`src/rtl/mem_arbiter_if.sv`:
```
// Request/grant bundle between the two memory requesters, the arbiter and the memory.
// The slave view belongs to the arbiter; the master view is the requester/memory side.
interface mem_arbiter_if #(
  parameter int ADDR_WIDTH = 6,
  parameter int DATA_WIDTH = 16
);
  logic                  req_a;
  logic                  we_a;
  logic [ADDR_WIDTH-1:0] addr_a;
  logic [DATA_WIDTH-1:0] wdata_a;
  logic                  gnt_a;
  logic                  rvalid_a;
  logic [DATA_WIDTH-1:0] rdata_a;

  logic                  req_b;
  logic                  we_b;
  logic [ADDR_WIDTH-1:0] addr_b;
  logic [DATA_WIDTH-1:0] wdata_b;
  logic                  gnt_b;
  logic                  rvalid_b;
  logic [DATA_WIDTH-1:0] rdata_b;

  logic                  mem_we;
  logic [ADDR_WIDTH-1:0] mem_addr;
  logic [DATA_WIDTH-1:0] mem_data;
  logic [DATA_WIDTH-1:0] mem_out;

  modport slave (
    input  req_a, we_a, addr_a, wdata_a,
    input  req_b, we_b, addr_b, wdata_b,
    input  mem_out,
    output gnt_a, rvalid_a, rdata_a,
    output gnt_b, rvalid_b, rdata_b,
    output mem_we, mem_addr, mem_data
  );

  modport master (
    output req_a, we_a, addr_a, wdata_a,
    output req_b, we_b, addr_b, wdata_b,
    output mem_out,
    input  gnt_a, rvalid_a, rdata_a,
    input  gnt_b, rvalid_b, rdata_b,
    input  mem_we, mem_addr, mem_data
  );
endinterface

```
`src/rtl/mem_arbiter.sv`:
```
// Round-robin arbiter sharing one synchronous single-port memory between two requesters.
// A port that keeps requesting loses ownership after MAX_BURST grants if the other port waits.
module mem_arbiter #(
  parameter int ADDR_WIDTH = 6,
  parameter int DATA_WIDTH = 16,
  parameter int MAX_BURST  = 4
) (
  input  logic         clk,
  input  logic         rst_n,
  mem_arbiter_if.slave bus
);
  typedef enum logic [1:0] {
    IDLE  = 2'd0,
    OWN_A = 2'd1,
    OWN_B = 2'd2
  } state_t;

  localparam logic [3:0] BURST_MAX = 4'(MAX_BURST);

  state_t                state_r, state_s;
  logic [3:0]            burst_cnt_r, burst_cnt_s;
  logic                  last_b_r, last_b_s;
  logic                  grant_a_s, grant_b_s;
  logic                  issue_a_s, issue_b_s;
  logic                  mem_we_s;
  logic [ADDR_WIDTH-1:0] mem_addr_s, addr_hold_r;
  logic [DATA_WIDTH-1:0] mem_data_s, data_hold_r;
  logic                  rvalid_a_r, rvalid_b_r;

  // Ownership state, burst length and round-robin pointer
  always_ff @(posedge clk or negedge rst_n) begin
    if (!rst_n) begin
      state_r     <= IDLE;
      burst_cnt_r <= 4'd0;
      last_b_r    <= 1'b1;
    end else begin
      state_r     <= state_s;
      burst_cnt_r <= burst_cnt_s;
      last_b_r    <= last_b_s;
    end
  end

  // Grant decision: the owner keeps the memory until its burst is spent or it lets go
  always_comb begin
    state_s     = state_r;
    burst_cnt_s = burst_cnt_r;
    last_b_s    = last_b_r;
    grant_a_s   = 1'b0;
    grant_b_s   = 1'b0;
    case (state_r)
      IDLE: begin
        if (bus.req_a && (!bus.req_b || last_b_r)) begin
          grant_a_s   = 1'b1;
          state_s     = OWN_A;
          burst_cnt_s = 4'd1;
        end else if (bus.req_b) begin
          grant_b_s   = 1'b1;
          state_s     = OWN_B;
          burst_cnt_s = 4'd1;
        end else begin
          state_s     = IDLE;
        end
      end
      OWN_A: begin
        if (bus.req_a && (!bus.req_b || (burst_cnt_r < BURST_MAX))) begin
          grant_a_s   = 1'b1;
          burst_cnt_s = (burst_cnt_r < BURST_MAX) ? (burst_cnt_r + 4'd1) : burst_cnt_r;
        end else if (bus.req_b) begin
          grant_b_s   = 1'b1;
          state_s     = OWN_B;
          burst_cnt_s = 4'd1;
          last_b_s    = 1'b0;
        end else begin
          state_s     = IDLE;
          burst_cnt_s = 4'd0;
          last_b_s    = 1'b0;
        end
      end
      OWN_B: begin
        if (bus.req_b && (!bus.req_a || (burst_cnt_r < BURST_MAX))) begin
          grant_b_s   = 1'b1;
          burst_cnt_s = (burst_cnt_r < BURST_MAX) ? (burst_cnt_r + 4'd1) : burst_cnt_r;
        end else if (bus.req_a) begin
          grant_a_s   = 1'b1;
          state_s     = OWN_A;
          burst_cnt_s = 4'd1;
          last_b_s    = 1'b1;
        end else begin
          state_s     = IDLE;
          burst_cnt_s = 4'd0;
          last_b_s    = 1'b1;
        end
      end
      default: begin
        state_s     = IDLE;
        burst_cnt_s = 4'd0;
      end
    endcase
  end

  // Grants are gated by reset so nothing reaches the memory while rst_n is low
  assign issue_a_s = grant_a_s & rst_n;
  assign issue_b_s = grant_b_s & rst_n;

  // Memory port mux; between accesses the last issued address/data stay on the bus
  always_comb begin
    mem_we_s   = 1'b0;
    mem_addr_s = addr_hold_r;
    mem_data_s = data_hold_r;
    if (issue_a_s) begin
      mem_we_s   = bus.we_a;
      mem_addr_s = bus.addr_a;
      mem_data_s = bus.wdata_a;
    end else if (issue_b_s) begin
      mem_we_s   = bus.we_b;
      mem_addr_s = bus.addr_b;
      mem_data_s = bus.wdata_b;
    end else begin
      mem_we_s   = 1'b0;
    end
  end

  // Hold registers for the idle-bus address/data
  always_ff @(posedge clk or negedge rst_n) begin
    if (!rst_n) begin
      addr_hold_r <= '0;
      data_hold_r <= '0;
    end else if (issue_a_s || issue_b_s) begin
      addr_hold_r <= mem_addr_s;
      data_hold_r <= mem_data_s;
    end else begin
      addr_hold_r <= addr_hold_r;
      data_hold_r <= data_hold_r;
    end
  end

  // Read-return tracking: memory output lands one cycle after the address
  always_ff @(posedge clk or negedge rst_n) begin
    if (!rst_n) begin
      rvalid_a_r <= 1'b0;
      rvalid_b_r <= 1'b0;
    end else begin
      rvalid_a_r <= issue_a_s & ~bus.we_a;
      rvalid_b_r <= issue_b_s & ~bus.we_b;
    end
  end

  assign bus.gnt_a    = issue_a_s;
  assign bus.gnt_b    = issue_b_s;
  assign bus.mem_we   = mem_we_s;
  assign bus.mem_addr = mem_addr_s;
  assign bus.mem_data = mem_data_s;
  assign bus.rvalid_a = rvalid_a_r;
  assign bus.rvalid_b = rvalid_b_r;
  assign bus.rdata_a  = bus.mem_out;
  assign bus.rdata_b  = bus.mem_out;
endmodule

```
`src/flat_wrapper.sv`:
```
// flat-port wrapper written by rule: the top's interface ports become plain ports
module mem_arbiter_flat 
#(
  parameter int ADDR_WIDTH = 6,
  parameter int DATA_WIDTH = 16,
  parameter int MAX_BURST  = 4
)
  (clk, rst_n, bus_req_a, bus_we_a, bus_addr_a, bus_wdata_a, bus_req_b, bus_we_b, bus_addr_b, bus_wdata_b, bus_mem_out, bus_gnt_a, bus_rvalid_a, bus_rdata_a, bus_gnt_b, bus_rvalid_b, bus_rdata_b, bus_mem_we, bus_mem_addr, bus_mem_data);
  mem_arbiter_if #(.ADDR_WIDTH(ADDR_WIDTH), .DATA_WIDTH(DATA_WIDTH)) bus_i ();
  input  logic clk;
  input  logic rst_n;
  input wire logic [$bits(bus_i.req_a)-1:0] bus_req_a;
  input wire logic [$bits(bus_i.we_a)-1:0] bus_we_a;
  input wire logic [$bits(bus_i.addr_a)-1:0] bus_addr_a;
  input wire logic [$bits(bus_i.wdata_a)-1:0] bus_wdata_a;
  input wire logic [$bits(bus_i.req_b)-1:0] bus_req_b;
  input wire logic [$bits(bus_i.we_b)-1:0] bus_we_b;
  input wire logic [$bits(bus_i.addr_b)-1:0] bus_addr_b;
  input wire logic [$bits(bus_i.wdata_b)-1:0] bus_wdata_b;
  input wire logic [$bits(bus_i.mem_out)-1:0] bus_mem_out;
  output wire logic [$bits(bus_i.gnt_a)-1:0] bus_gnt_a;
  output wire logic [$bits(bus_i.rvalid_a)-1:0] bus_rvalid_a;
  output wire logic [$bits(bus_i.rdata_a)-1:0] bus_rdata_a;
  output wire logic [$bits(bus_i.gnt_b)-1:0] bus_gnt_b;
  output wire logic [$bits(bus_i.rvalid_b)-1:0] bus_rvalid_b;
  output wire logic [$bits(bus_i.rdata_b)-1:0] bus_rdata_b;
  output wire logic [$bits(bus_i.mem_we)-1:0] bus_mem_we;
  output wire logic [$bits(bus_i.mem_addr)-1:0] bus_mem_addr;
  output wire logic [$bits(bus_i.mem_data)-1:0] bus_mem_data;
  assign bus_i.req_a = bus_req_a;
  assign bus_i.we_a = bus_we_a;
  assign bus_i.addr_a = bus_addr_a;
  assign bus_i.wdata_a = bus_wdata_a;
  assign bus_i.req_b = bus_req_b;
  assign bus_i.we_b = bus_we_b;
  assign bus_i.addr_b = bus_addr_b;
  assign bus_i.wdata_b = bus_wdata_b;
  assign bus_i.mem_out = bus_mem_out;
  assign bus_gnt_a = bus_i.gnt_a;
  assign bus_rvalid_a = bus_i.rvalid_a;
  assign bus_rdata_a = bus_i.rdata_a;
  assign bus_gnt_b = bus_i.gnt_b;
  assign bus_rvalid_b = bus_i.rvalid_b;
  assign bus_rdata_b = bus_i.rdata_b;
  assign bus_mem_we = bus_i.mem_we;
  assign bus_mem_addr = bus_i.mem_addr;
  assign bus_mem_data = bus_i.mem_data;
  mem_arbiter #(.ADDR_WIDTH(ADDR_WIDTH), .DATA_WIDTH(DATA_WIDTH), .MAX_BURST(MAX_BURST)) u_core (.clk(clk), .rst_n(rst_n), .bus(bus_i));
endmodule
```
`config.mk`:
```
export PLATFORM = sky130hd
export DESIGN_NAME = mem_arbiter_flat
export DESIGN_NICKNAME = d
export VERILOG_FILES = /design/src/rtl/mem_arbiter_if.sv /design/src/rtl/mem_arbiter.sv /design/src/flat_wrapper.sv
export SDC_FILE = /design/constraint.sdc
export NUM_CORES = 1
export LEC_CHECK = 0
export ABC_AREA = 1
export BUFFER_PORTS_ARGS = -buffer_cell sky130_fd_sc_hd__buf_2
export CORE_ASPECT_RATIO = 0.5
export CORE_MARGIN = 2
export CORE_UTILIZATION = 45
export CTS_CLUSTER_SIZE = 40
export DETAILED_ROUTE_END_ITERATION = 16
export PLACE_DENSITY = 0.83
export SYNTH_ARGS = -nofsm -noshare
export SYNTH_HDL_FRONTEND = slang
export SYNTH_SLANG_ARGS = --single-unit
```
`constraint.sdc`:
```
create_clock -name clk -period 4.5 [get_ports clk]
set_input_delay 0 -clock clk [delete_from_list [all_inputs] [get_ports clk]]
set_output_delay 0 -clock clk [all_outputs]
set_load 0.05 [all_outputs]
```
==> results of run 1 <==
==> power breakdown <==
group,internal (mW),total [mW],switching (mW)
combinational,0.293,1.20,0.904
clock,0.179,0.282,0.103
sequential,0.393,0.437,0.0442
==> metrics by stage <==
stage / hold slack (ns) / cells
3_5_place_dp: 0.0005259 / 345
4_1_cts: 0.0005259 / 377
2_1_floorplan: -0.2956 / 256
6_report: 0.00002083 / 377
3_3_place_gp: 0.0005259 / 345
5_1_grt: 0.0001217 / 377
==> path summary, 6_finish.rpt <==
| path | from | endpoint | slack [ns] | cells after the start |
|---|---|---|---|---|
| max in group asynchronous | rst_n | u_core.burst_cnt_r[3]$_DFFE_PN0P_ | 3.75 | 2 |
| worst min-delay path | bus_mem_out[6] | bus_rdata_a[6] | 0.00002 | 0 |
| worst max register to register | u_core.state_r[0]$_DFFE_PN0P_ | u_core.addr_hold_r[0]$_DFFE_PN0P_ | 1.91 | 6 |
| worst min register to register | u_core.last_b_r$_DFFE_PN1P_ | u_core.last_b_r$_DFFE_PN1P_ | 0.49 | 2 |
| min in group asynchronous | rst_n | u_core.data_hold_r[5]$_DFFE_PN0P_ | 0.29 | 2 |
| worst max-delay path | rst_n | bus_mem_addr[5] | 1.11 | 9 |
==> layout make-up <==
class / instances / area [um^2] / area share
Inverter: 12 / 47.55 / 0.01846
Timing Repair Buffer: 100 / 620.6 / 0.2409
Tap cell: 57 / 71.32 / 0.02768
Multi-Input combinational cell: 169 / 942.2 / 0.3657
Clock inverter: 2 / 35.03 / 0.01360
Clock buffer: 6 / 82.58 / 0.03205
Sequential cell: 31 / 777.0 / 0.3016
==> cells in the mapped netlist (all sizes together) <==
| library cell | n |
|---|---|
| nand3 | 75 |
| nand2 | 43 |
| buf | 42 |
| dfrtp | 30 |
| nand4 | 22 |
| inv | 12 |
| nor2 | 11 |
| ha | 5 |
| a21oi | 4 |
| clkbuf | 2 |
| o21ai | 2 |
| o2bb2ai | 2 |
| a31oi | 1 |
| dfstp | 1 |
| nor3 | 1 |
| nor4 | 1 |
| o21bai | 1 |
| xor2 | 1 |
==> kinds of logic (layout without fill, tap and decap cells) <==
kind of cell,after synthesis,in the layout,share of synthesized area
simple gates,153,153,0.3835
buf+inv,56,120,0.1843
flops,31,31,0.3692
compound gates,10,10,0.02913
fa+ha+maj,5,5,0.02973
xor+xnor,1,1,0.004162
==> worst register-to-register path, delay by kind of cell (launching register included) <==
kind | cells | cell delay (ns)
flops | 1 | 0.40
simple gates | 4 | 1.47
buf+inv | 1 | 0.40
fa+ha+maj | 1 | 0.25
==> repair_timing <==
action                    CTS  global route
hold endpoints to repair   53             0
buffers inserted            0             0
hold buffers               24             0
==> flip-flops by register name, summed over array words and instances, names as in the netlist <==
signal,count
u_core.addr_hold_r,6
u_core.bus.rvalid_b,1
u_core.data_hold_r,16
u_core.last_b_r,1
u_core.bus.rvalid_a,1
u_core.burst_cnt_r,4
u_core.state_r,2
==> metal layers <==
layer	part of all wire	vias to the layer above	track usage
met5	0	-	0
met4	0.052	0	0.1507
met3	0.068	48	0.04400
met2	0.52	103	0.4133
met1	0.36	1003	0.2552
li1	-	988	-
==> flow_metrics.env, run 1 <==
export IMPL_run_status="completed"
export IMPL_cpPeakStageDelay_ns=0.83
export IMPL_remaining_drc_errors=0
export IMPL_timing_critical_path_cells="dlygate4sd3_1 -> buf_2 -> inv_1 -> nor2_2 -> nand2_4 -> inv_4 -> nand2_1 -> nand3_1 -> buf_2"
export IMPL_die_height_um=52.36
export IMPL_syn2layout_area_growth_pct=22.41
export IMPL_path_max_fanout=32
export IMPL_detailedRoute_firstIterationViolations=206
export IMPL_path_class="primary input to primary output"
export IMPL_placed_area_mm2=0.002218
export IMPL_io_pin_count=125
export IMPL_post_route_min_period_ns=3.390
export IMPL_cp_end_kind="primary output"
export IMPL_worstPathBufferInverterCount=5
export IMPL_avgViaCountPerCell=5.682
export IMPL_die_w_um=100.7
export IMPL_crit_path_top_delay_cell="sky130_fd_sc_hd__nor2_2"
export IMPL_achievable_frequency_mhz=295.0
export IMPL_routedWlPerCell_um=15.61
export IMPL_synth_seq_cells=31
export IMPL_cts_resized=0
export IMPL_syn_avg_cell_area_um2=8.221
export IMPL_antenna_cells_inserted=0
export IMPL_worst_setup_margin_ns=1.110
export IMPL_ctsHtreeMaxLevel=2
export IMPL_power_leakage_nw=1.405
export IMPL_critical_path_arrival_ns=3.39
export IMPL_synth_net_count=327
export IMPL_final_nets=390
export IMPL_power_per_cell_area_mw_per_mm2=743.9
export IMPL_rsz0062_at_grt="no"
export IMPL_drt_first_pass_iters=6
export IMPL_power_ir_vdd_worst_mv=0.2906
export IMPL_postRouteWirelength_mm=5.884
export IMPL_drtAntennaViolNets=0
export IMPL_max_capacitance_violation_total=0
export IMPL_fp_dieArea_mm2=0.005273
export IMPL_timing_hold_worst_class="primary input to primary output"
export IMPL_synth_area_leader_cell="sky130_fd_sc_hd__dfrtp_1"
export IMPL_synth_top_cell_area_share=0.3567
export IMPL_post_dp_hpwl_mm=3.723
export IMPL_fin_total_pwr_mw=1.916
export IMPL_max_slew_margin=0.2878
export IMPL_final_max_slew_violation_count=0
export IMPL_crit_path_frequent_cell="sky130_fd_sc_hd__buf_2"
export IMPL_drive_above_1_share=0.3594
export IMPL_totalNegativeSetupSlack_ns=0
export IMPL_synthCells=256
export IMPL_yosys_top_cells_area="sky130_fd_sc_hd__dfrtp_1, sky130_fd_sc_hd__nand3_1, sky130_fd_sc_hd__buf_4"
export IMPL_fin_area_mm2=0.002576
export IMPL_yosysWarningCount=0
export IMPL_rows=17
export IMPL_synth_yosys_seq_area_share=0.3692
export IMPL_layout_common_cells="sky130_fd_sc_hd__buf_2, sky130_fd_sc_hd__nand3_1, sky130_fd_sc_hd__dfrtp_1"
export IMPL_antenna_found_initial=0
export IMPL_finalWeightedCongestion=0.8075
export IMPL_synthesis_area_mm2=0.002105
export IMPL_critical_path_top_delay_family="buffers and inverters"
export IMPL_start_kind="primary input"
export IMPL_track_usage=0.2300
export IMPL_cts_tree="yes"
export IMPL_global_route_overflow_total=0
export IMPL_post_place_ws_ns=1.747
export IMPL_floorplan_initialDensity=0.4734
export IMPL_worstPathRequired_ns=4.50
export IMPL_postLayoutCoreUtil=0.5795
export IMPL_timing_final_hold_violations=0
export IMPL_mostFrequentLayoutCell="sky130_fd_sc_hd__buf_2"
export IMPL_dr_total_vias=2142
export IMPL_grt_first_pass_wirelength_mm=9.321
export IMPL_filler_cell_count=358
export IMPL_final_setup_viol_count=0
export IMPL_cts_inserted_buffers=5
export IMPL_timing_clock_skew_ns=0.008845
export IMPL_design_core_area_mm2=0.004446
export IMPL_count_of_unique_library_cells_instantiated_by_yosys=28
export IMPL_source_to_sink_clock_delay_at_the_later_pin_of_the_worst_skew_pair_ns=0.29
export IMPL_port_buffers=76
export IMPL_cts_buffer_depth=2
export IMPL_buffer_cell_driving_the_clock_tree_root="sky130_fd_sc_hd__clkbuf_8"
export IMPL_grt_pass1_vias=2092
export IMPL_grt_max_degree=33
export IMPL_cts_num_sinks=31
export IMPL_final_min_period_over_clock_period=0.7534
export IMPL_max_slew_worst_pin_slew_ns=1.067
Power figures use the tool's default switching activity.
==> run 2: changes to the inputs <==
- CORE_UTILIZATION: 45 -> 40
- PLACE_DENSITY: 0.83 -> 0.78
- clock period: 4.5 -> 2.86 ns (I/O delays scaled with it)
==> run 2 against run 1 <==
Compared with the run above: power increased by 52%; sequential cell count unchanged; final cell count increased by 4.5%; global-route usage decreased by 3.2 points; sequential power increased by 56%; sequential share of layout area decreased by 0.36 points; via count decreased by 2.5%; combinational power increased by 55%; wire length decreased by 5.5%; first-iteration DRC count decreased by 31%; core utilization decreased by 5.8 points; register-to-register slack got worse by 1.0 ns; largest power group unchanged; highest routed layer unchanged.
==> flow_metrics.env, run 2 (synthesized netlist as in run 1, its figures left out) <==
export IMPL_power_per_cell_area_mw_per_mm2=1118
export IMPL_final_setup_viol_count=0
export IMPL_fp_dieArea_mm2=0.005893
export IMPL_achievable_frequency_mhz=412.1
export IMPL_global_route_overflow_total=0
export IMPL_postLayoutCoreUtil=0.5215
export IMPL_antenna_found_initial=0
export IMPL_worst_setup_hold_path_clk_slew_ns=0.06
export IMPL_finalWeightedCongestion=0.8763
export IMPL_timing_final_hold_violations=0
export IMPL_rows=18
export IMPL_post_route_min_period_ns=2.426
export IMPL_syn2layout_area_growth_pct=23.90
export IMPL_path_class="flop to primary output"
export IMPL_remaining_drc_errors=0
export IMPL_postRouteWirelength_mm=5.563
export IMPL_die_height_um=55.29
export IMPL_dr_total_vias=2088
export IMPL_max_slew_margin=0.6495
export IMPL_final_min_period_over_clock_period=0.8484
export IMPL_crit_reg2reg_launch="u_core.state_r[0]$_DFFE_PN0P_"
export IMPL_drive_above_1_share=0.3611
export IMPL_rsz0062_at_grt="no"
export IMPL_start_kind="flop"
export IMPL_grt_pass1_vias=2048
export IMPL_port_buffers=76
export IMPL_cts_inserted_buffers=5
export IMPL_power_leakage_nw=1.414
export IMPL_regToRegEndpoint="u_core.data_hold_r[4]$_DFFE_PN0P_"
export IMPL_fin_total_pwr_mw=2.915
export IMPL_grt_max_degree=32
export IMPL_cts_num_sinks=31
export IMPL_sequential_cell_area_um2=777.0
export IMPL_regToRegSetupSlack_ns=0.87
export IMPL_ff2ff_path_depth=6
export IMPL_mostFrequentLayoutCell="sky130_fd_sc_hd__buf_2"
export IMPL_run_status="completed"
export IMPL_worst_setup_margin_ns=0.4335
export IMPL_registers_top_by_ff_count="u_core.data_hold_r"
export IMPL_max_slew_worst_pin_slew_ns=0.5245
export IMPL_track_usage=0.1984
export IMPL_avgViaCountPerCell=5.299
export IMPL_grt_first_pass_wirelength_mm=9.418
export IMPL_design_core_area_mm2=0.005000
export IMPL_floorplan_initialDensity=0.4209
export IMPL_post_place_ws_ns=0.7316
export IMPL_final_nets=394
export IMPL_startpoint_of_the_tightest_hold_check_path="bus_mem_out[7]"
export IMPL_detailedRoute_firstIterationViolations=142
export IMPL_worstHoldEndpoint="bus_rdata_b[7]"
export IMPL_critical_path_arrival_ns=2.43
export IMPL_io_pin_count=125
export IMPL_drtAntennaViolNets=0
export IMPL_filler_cell_count=486
export IMPL_drt_first_pass_iters=4
export IMPL_cts_setup_buffers=0
export IMPL_layout_common_cells="sky130_fd_sc_hd__buf_2, sky130_fd_sc_hd__nand3_1, sky130_fd_sc_hd__dfrtp_1"
export IMPL_multiInputGateArea_um2=942.2
export IMPL_worstPathRequired_ns=2.86
export IMPL_cts_buffer_depth=2
export IMPL_routedWlPerCell_um=14.12
export IMPL_hold_path_cell_count=0
export IMPL_source_to_sink_clock_delay_at_the_later_pin_of_the_worst_skew_pair_ns=0.28
export IMPL_cp_end_kind="primary output"
export IMPL_final_max_slew_violation_count=0
export IMPL_totalNegativeSetupSlack_ns=0
export IMPL_timing_hold_worst_class="primary input to primary output"
export IMPL_path_max_fanout=24
export IMPL_finalHoldWorstSlack_ns=0.00002418
export IMPL_post_dp_hpwl_mm=3.872
export IMPL_buffer_cell_driving_the_clock_tree_root="sky130_fd_sc_hd__clkbuf_8"
export IMPL_biggestRegsByFlops="u_core.data_hold_r (16), u_core.addr_hold_r (6), u_core.burst_cnt_r (4)"
export IMPL_timing_clock_skew_ns=0.005018
export IMPL_die_w_um=106.6
export IMPL_ctsHtreeMaxLevel=2
export IMPL_max_capacitance_violation_total=0
export IMPL_power_ir_vdd_worst_mv=0.4843
export IMPL_antenna_cells_inserted=0
export IMPL_largest_register_ffs=16
export IMPL_cts_tree="yes"
## run 2: power by group
| group | switching [mW] | internal (mW) |
|---|---|---|
| clock | 0.160 | 0.220 |
| combinational | 1.38 | 0.471 |
| sequential | 0.0621 | 0.618 |
| total | 1.61 | 1.31 |
## run 2: timing repair
item                       4_1_cts  5_1_grt
hold buffers                    25        0
hold endpoints to repair        54        0
gates resized for setup          0        0
setup endpoints to repair        0        0
## run 2: worst max-delay path: stages (launching register included)
cell                       delay [ns]
sky130_fd_sc_hd__dfrtp_1         0.38
sky130_fd_sc_hd__inv_1           0.10
sky130_fd_sc_hd__ha_1            0.26
sky130_fd_sc_hd__nand2_1         0.08
sky130_fd_sc_hd__o21bai_1        0.14
sky130_fd_sc_hd__nand3_2         0.20
sky130_fd_sc_hd__nand2_2         0.42
sky130_fd_sc_hd__nand3_1         0.20
sky130_fd_sc_hd__nand3_1         0.10
sky130_fd_sc_hd__buf_2           0.26
## run 2: final cells by class
cell class,count,area share
sequential,31,0.2980
tap,70,0.03359
clock buffer,8,0.03839
inverter,12,0.01823
timing repair buffer,104,0.2505
multi-input combinational,169,0.3613
## run 2: worst max-delay path by stage
stage,from,end,slack (ns),depth (start not counted)
after floorplan,u_core.state_r[0]$_DFFE_PN0P_,bus_mem_we,0.91,9
after global placement,u_core.state_r[0]$_DFFE_PN0P_,bus_mem_we,0.87,8
after detailed placement,u_core.state_r[0]$_DFFE_PN0P_,bus_mem_data[4],0.73,9
after CTS,u_core.state_r[0]$_DFFE_PN0P_,bus_mem_data[4],0.44,9
after global routing,u_core.state_r[0]$_DFFE_PN0P_,bus_mem_data[4],0.22,9
final,u_core.state_r[0]$_DFFE_PN0P_,bus_mem_data[4],0.43,9
## run 2: through the flow
| step | std cells | area (um^2) |
|---|---|---|
| detailed placement | 361 | 2257 |
| floorplan | 256 | 2105 |
| global placement | 361 | 2257 |
| finish | 394 | 2608 |
| CTS | 394 | 2608 |
| global route | 394 | 2608 |
## run 2: per-layer routing
layer / wire, um / part of all wire / track usage / vias up
met5: 0 / 0 / 0 / -
met4: 129 / 0.023 / 0.07792 / 0
met3: 351 / 0.063 / 0.04014 / 20
met2: 2726 / 0.49 / 0.3330 / 69
met1: 2356 / 0.42 / 0.2526 / 1008
li1: - / - / - / 991
==> run 3: changes to the inputs <==
- clock period: 2.86 -> 2.05 ns (I/O delays scaled with it)
==> run 3 against run 2 <==
Compared with the run above: power rose by 71%; combinational power rose by 90%; sequential cell count did not move; via count rose by 8.0%; die area did not move; first-iteration DRC count rose by 42%; critical path type unchanged; critical endpoint is now bus_mem_data[7].
==> flow_metrics.env, run 3 (synthesized netlist as in run 1, its figures left out) <==
export IMPL_run_status="completed"
export IMPL_ctsHtreeMaxLevel=2
export IMPL_worst_setup_margin_ns=0.01578
export IMPL_final_min_period_over_clock_period=0.9923
export IMPL_buffer_cell_driving_the_clock_tree_root="sky130_fd_sc_hd__clkbuf_8"
export IMPL_drtAntennaViolNets=0
export IMPL_power_per_cell_area_mw_per_mm2=1584
export IMPL_cts_buffer_depth=2
export IMPL_crit_path_start="u_core.state_r[0]$_DFFE_PN0P_"
export IMPL_cellInternalPower_mw=2.424
export IMPL_fin_total_pwr_mw=4.992
export IMPL_mostFrequentLayoutCell="sky130_fd_sc_hd__buf_2"
export IMPL_path_max_fanout=8
export IMPL_floorplan_initialDensity=0.4209
export IMPL_rsz0062_at_grt="yes"
export IMPL_worst_setup_hold_path_clk_slew_ns=0.06
export IMPL_timing_final_hold_violations=0
export IMPL_post_route_min_period_ns=2.034
export IMPL_antenna_found_initial=0
export IMPL_regToRegEndpoint="u_core.data_hold_r[7]$_DFFE_PN0P_"
export IMPL_hold_path_cell_count=0
export IMPL_ff2ff_path_depth=9
export IMPL_cpPeakStageDelay_ns=0.40
export IMPL_drt_first_pass_iters=5
export IMPL_syn2layout_area_growth_pct=49.70
export IMPL_power_ir_vdd_worst_mv=0.8437
export IMPL_multiInputGateArea_mm2=0.001151
export IMPL_registers_top_by_ff_count="u_core.data_hold_r"
export IMPL_cts_inserted_buffers=5
export IMPL_cts_num_sinks=31
export IMPL_port_buffers=76
export IMPL_final_setup_viol_count=0
export IMPL_grt_max_degree=32
export IMPL_postLayoutCoreUtil=0.6301
export IMPL_finalHoldWorstSlack_ns=0.00002418
export IMPL_worstHoldEndpoint="bus_rdata_b[7]"
export IMPL_biggestRegsByFlops="u_core.data_hold_r (16), u_core.addr_hold_r (6), u_core.burst_cnt_r (4)"
export IMPL_crit_reg2reg_launch="u_core.state_r[0]$_DFFE_PN0P_"
export IMPL_totalNegativeSetupSlack_ns=0
export IMPL_track_usage=0.2056
export IMPL_largest_register_ffs=16
export IMPL_drive_above_1_share=0.4912
export IMPL_pwr_share_seq=0.195
export IMPL_grt_first_pass_wirelength_mm=9.742
export IMPL_power_share_switching=0.5144
export IMPL_post_place_ws_ns=0.06762
export IMPL_startpoint_of_the_tightest_hold_check_path="bus_mem_out[7]"
export IMPL_sequential_cell_area_um2=777.0
export IMPL_achievable_frequency_mhz=491.6
export IMPL_fp_dieArea_mm2=0.005893
export IMPL_worstPathRequired_ns=2.05
export IMPL_power_frac_comb=0.710
export IMPL_final_nets=413
export IMPL_power_frac_clock=0.096
export IMPL_final_max_slew_violation_count=0
export IMPL_start_kind="flop"
export IMPL_max_slew_margin=0.7405
export IMPL_remaining_drc_errors=0
export IMPL_cp_end_kind="primary output"
export IMPL_timing_critical_path_cells="inv_2 -> ha_4 -> nand2_1 -> o21bai_4 -> nand3_4 -> nand2_8 -> clkbuf_16 -> nand3_1 -> nand3_2 -> buf_6"
export IMPL_detailedRoute_firstIterationViolations=202
export IMPL_timing_hold_worst_class="primary input to primary output"
export IMPL_finalWeightedCongestion=0.8393
export IMPL_cts_tree="yes"
export IMPL_avgViaCountPerCell=5.471
export IMPL_die_height_um=55.29
export IMPL_p_sw_mw=2.568
export IMPL_global_route_overflow_total=0
export IMPL_timing_clock_skew_ns=0.004210
export IMPL_source_to_sink_clock_delay_at_the_later_pin_of_the_worst_skew_pair_ns=0.28
export IMPL_path_class="flop to primary output"
export IMPL_crit_path_top_delay_cell="sky130_fd_sc_hd__dfrtp_1"
export IMPL_io_pin_count=125
export IMPL_layout_common_cells="sky130_fd_sc_hd__buf_2, sky130_fd_sc_hd__nand3_1, sky130_fd_sc_hd__dfrtp_1"
export IMPL_critical_path_arrival_ns=2.03
export IMPL_die_w_um=106.6
export IMPL_dr_total_vias=2254
export IMPL_regToRegSetupSlack_ns=0.27
export IMPL_max_slew_worst_pin_slew_ns=0.3893
export IMPL_antenna_cells_inserted=0
export IMPL_filler_cell_count=378
export IMPL_rows=18
export IMPL_power_leakage_nw=1.655
export IMPL_post_dp_hpwl_mm=3.880
export IMPL_routedWlPerCell_um=16.69
export IMPL_design_core_area_mm2=0.005000
export IMPL_postRouteWirelength_mm=6.876
export IMPL_max_capacitance_violation_total=0
export IMPL_grt_pass1_vias=2111
-- run 3: stage by stage --
| stage | std cells | cell area [um^2] |
|---|---|---|
| 6_report | 412 | 3151 |
| 5_1_grt | 412 | 3151 |
| 2_1_floorplan | 256 | 2105 |
| 4_1_cts | 402 | 2811 |
| 3_3_place_gp | 364 | 2292 |
| 3_5_place_dp | 364 | 2292 |
-- run 3: worst max-delay path by stage --
stage                        to  slack (ns)  cells after the start
2_1_floorplan        bus_mem_we        0.10                      9
3_3_place_gp   bus_mem_data[11]        0.16                      8
3_5_place_dp   bus_mem_data[11]        0.07                      8
4_1_cts         bus_mem_data[2]       0.002                     10
5_1_grt         bus_mem_data[7]       -0.09                     10
6_report        bus_mem_data[7]        0.02                     10
-- run 3: power by group through the flow --
stage               combinational (mW)  sequential [mW]  clock (mW)
detailed placement                2.59            0.963           0
global route                      3.73             1.00       0.516
finish                            3.54            0.971       0.478
floorplan                         2.23            0.956           0
CTS                               3.05            0.955       0.486
global placement                  2.54            0.960           0
-- run 3: worst max-delay path, delay by kind of cell (launching register included) --
kind	cells	cell delay, ns
simple gates	5	0.53
buf+inv	3	0.46
flops	1	0.40
compound gates	1	0.18
fa+ha+maj	1	0.17
-- run 3: area by class of cell --
type / instances / share of cell area
Clock buffer: 6 / 0.02621
Clock inverter: 1 / 0.001589
Inverter: 12 / 0.01589
Multi-Input combinational cell: 170 / 0.3654
Sequential cell: 31 / 0.2466
Tap cell: 70 / 0.02780
Timing Repair Buffer: 122 / 0.3165
-- run 3: timing repair --
item,in CTS,in global routing
endpoints found under the setup margin,23,23
pin swaps,2,9
hold buffers,25,0
resized for setup,40,51
gates cloned,1,1
hold endpoints to repair,54,0
setup buffers,5,9
-- run 3: routing by layer --
metal | vias to the layer above | GRT usage | wire (um)
met5 | - | 0 | 0
li1 | 1031 | - | -
met3 | 36 | 0.04723 | 493
met4 | 0 | 0.09276 | 256
met2 | 100 | 0.3412 | 3383
met1 | 1087 | 0.2567 | 2743
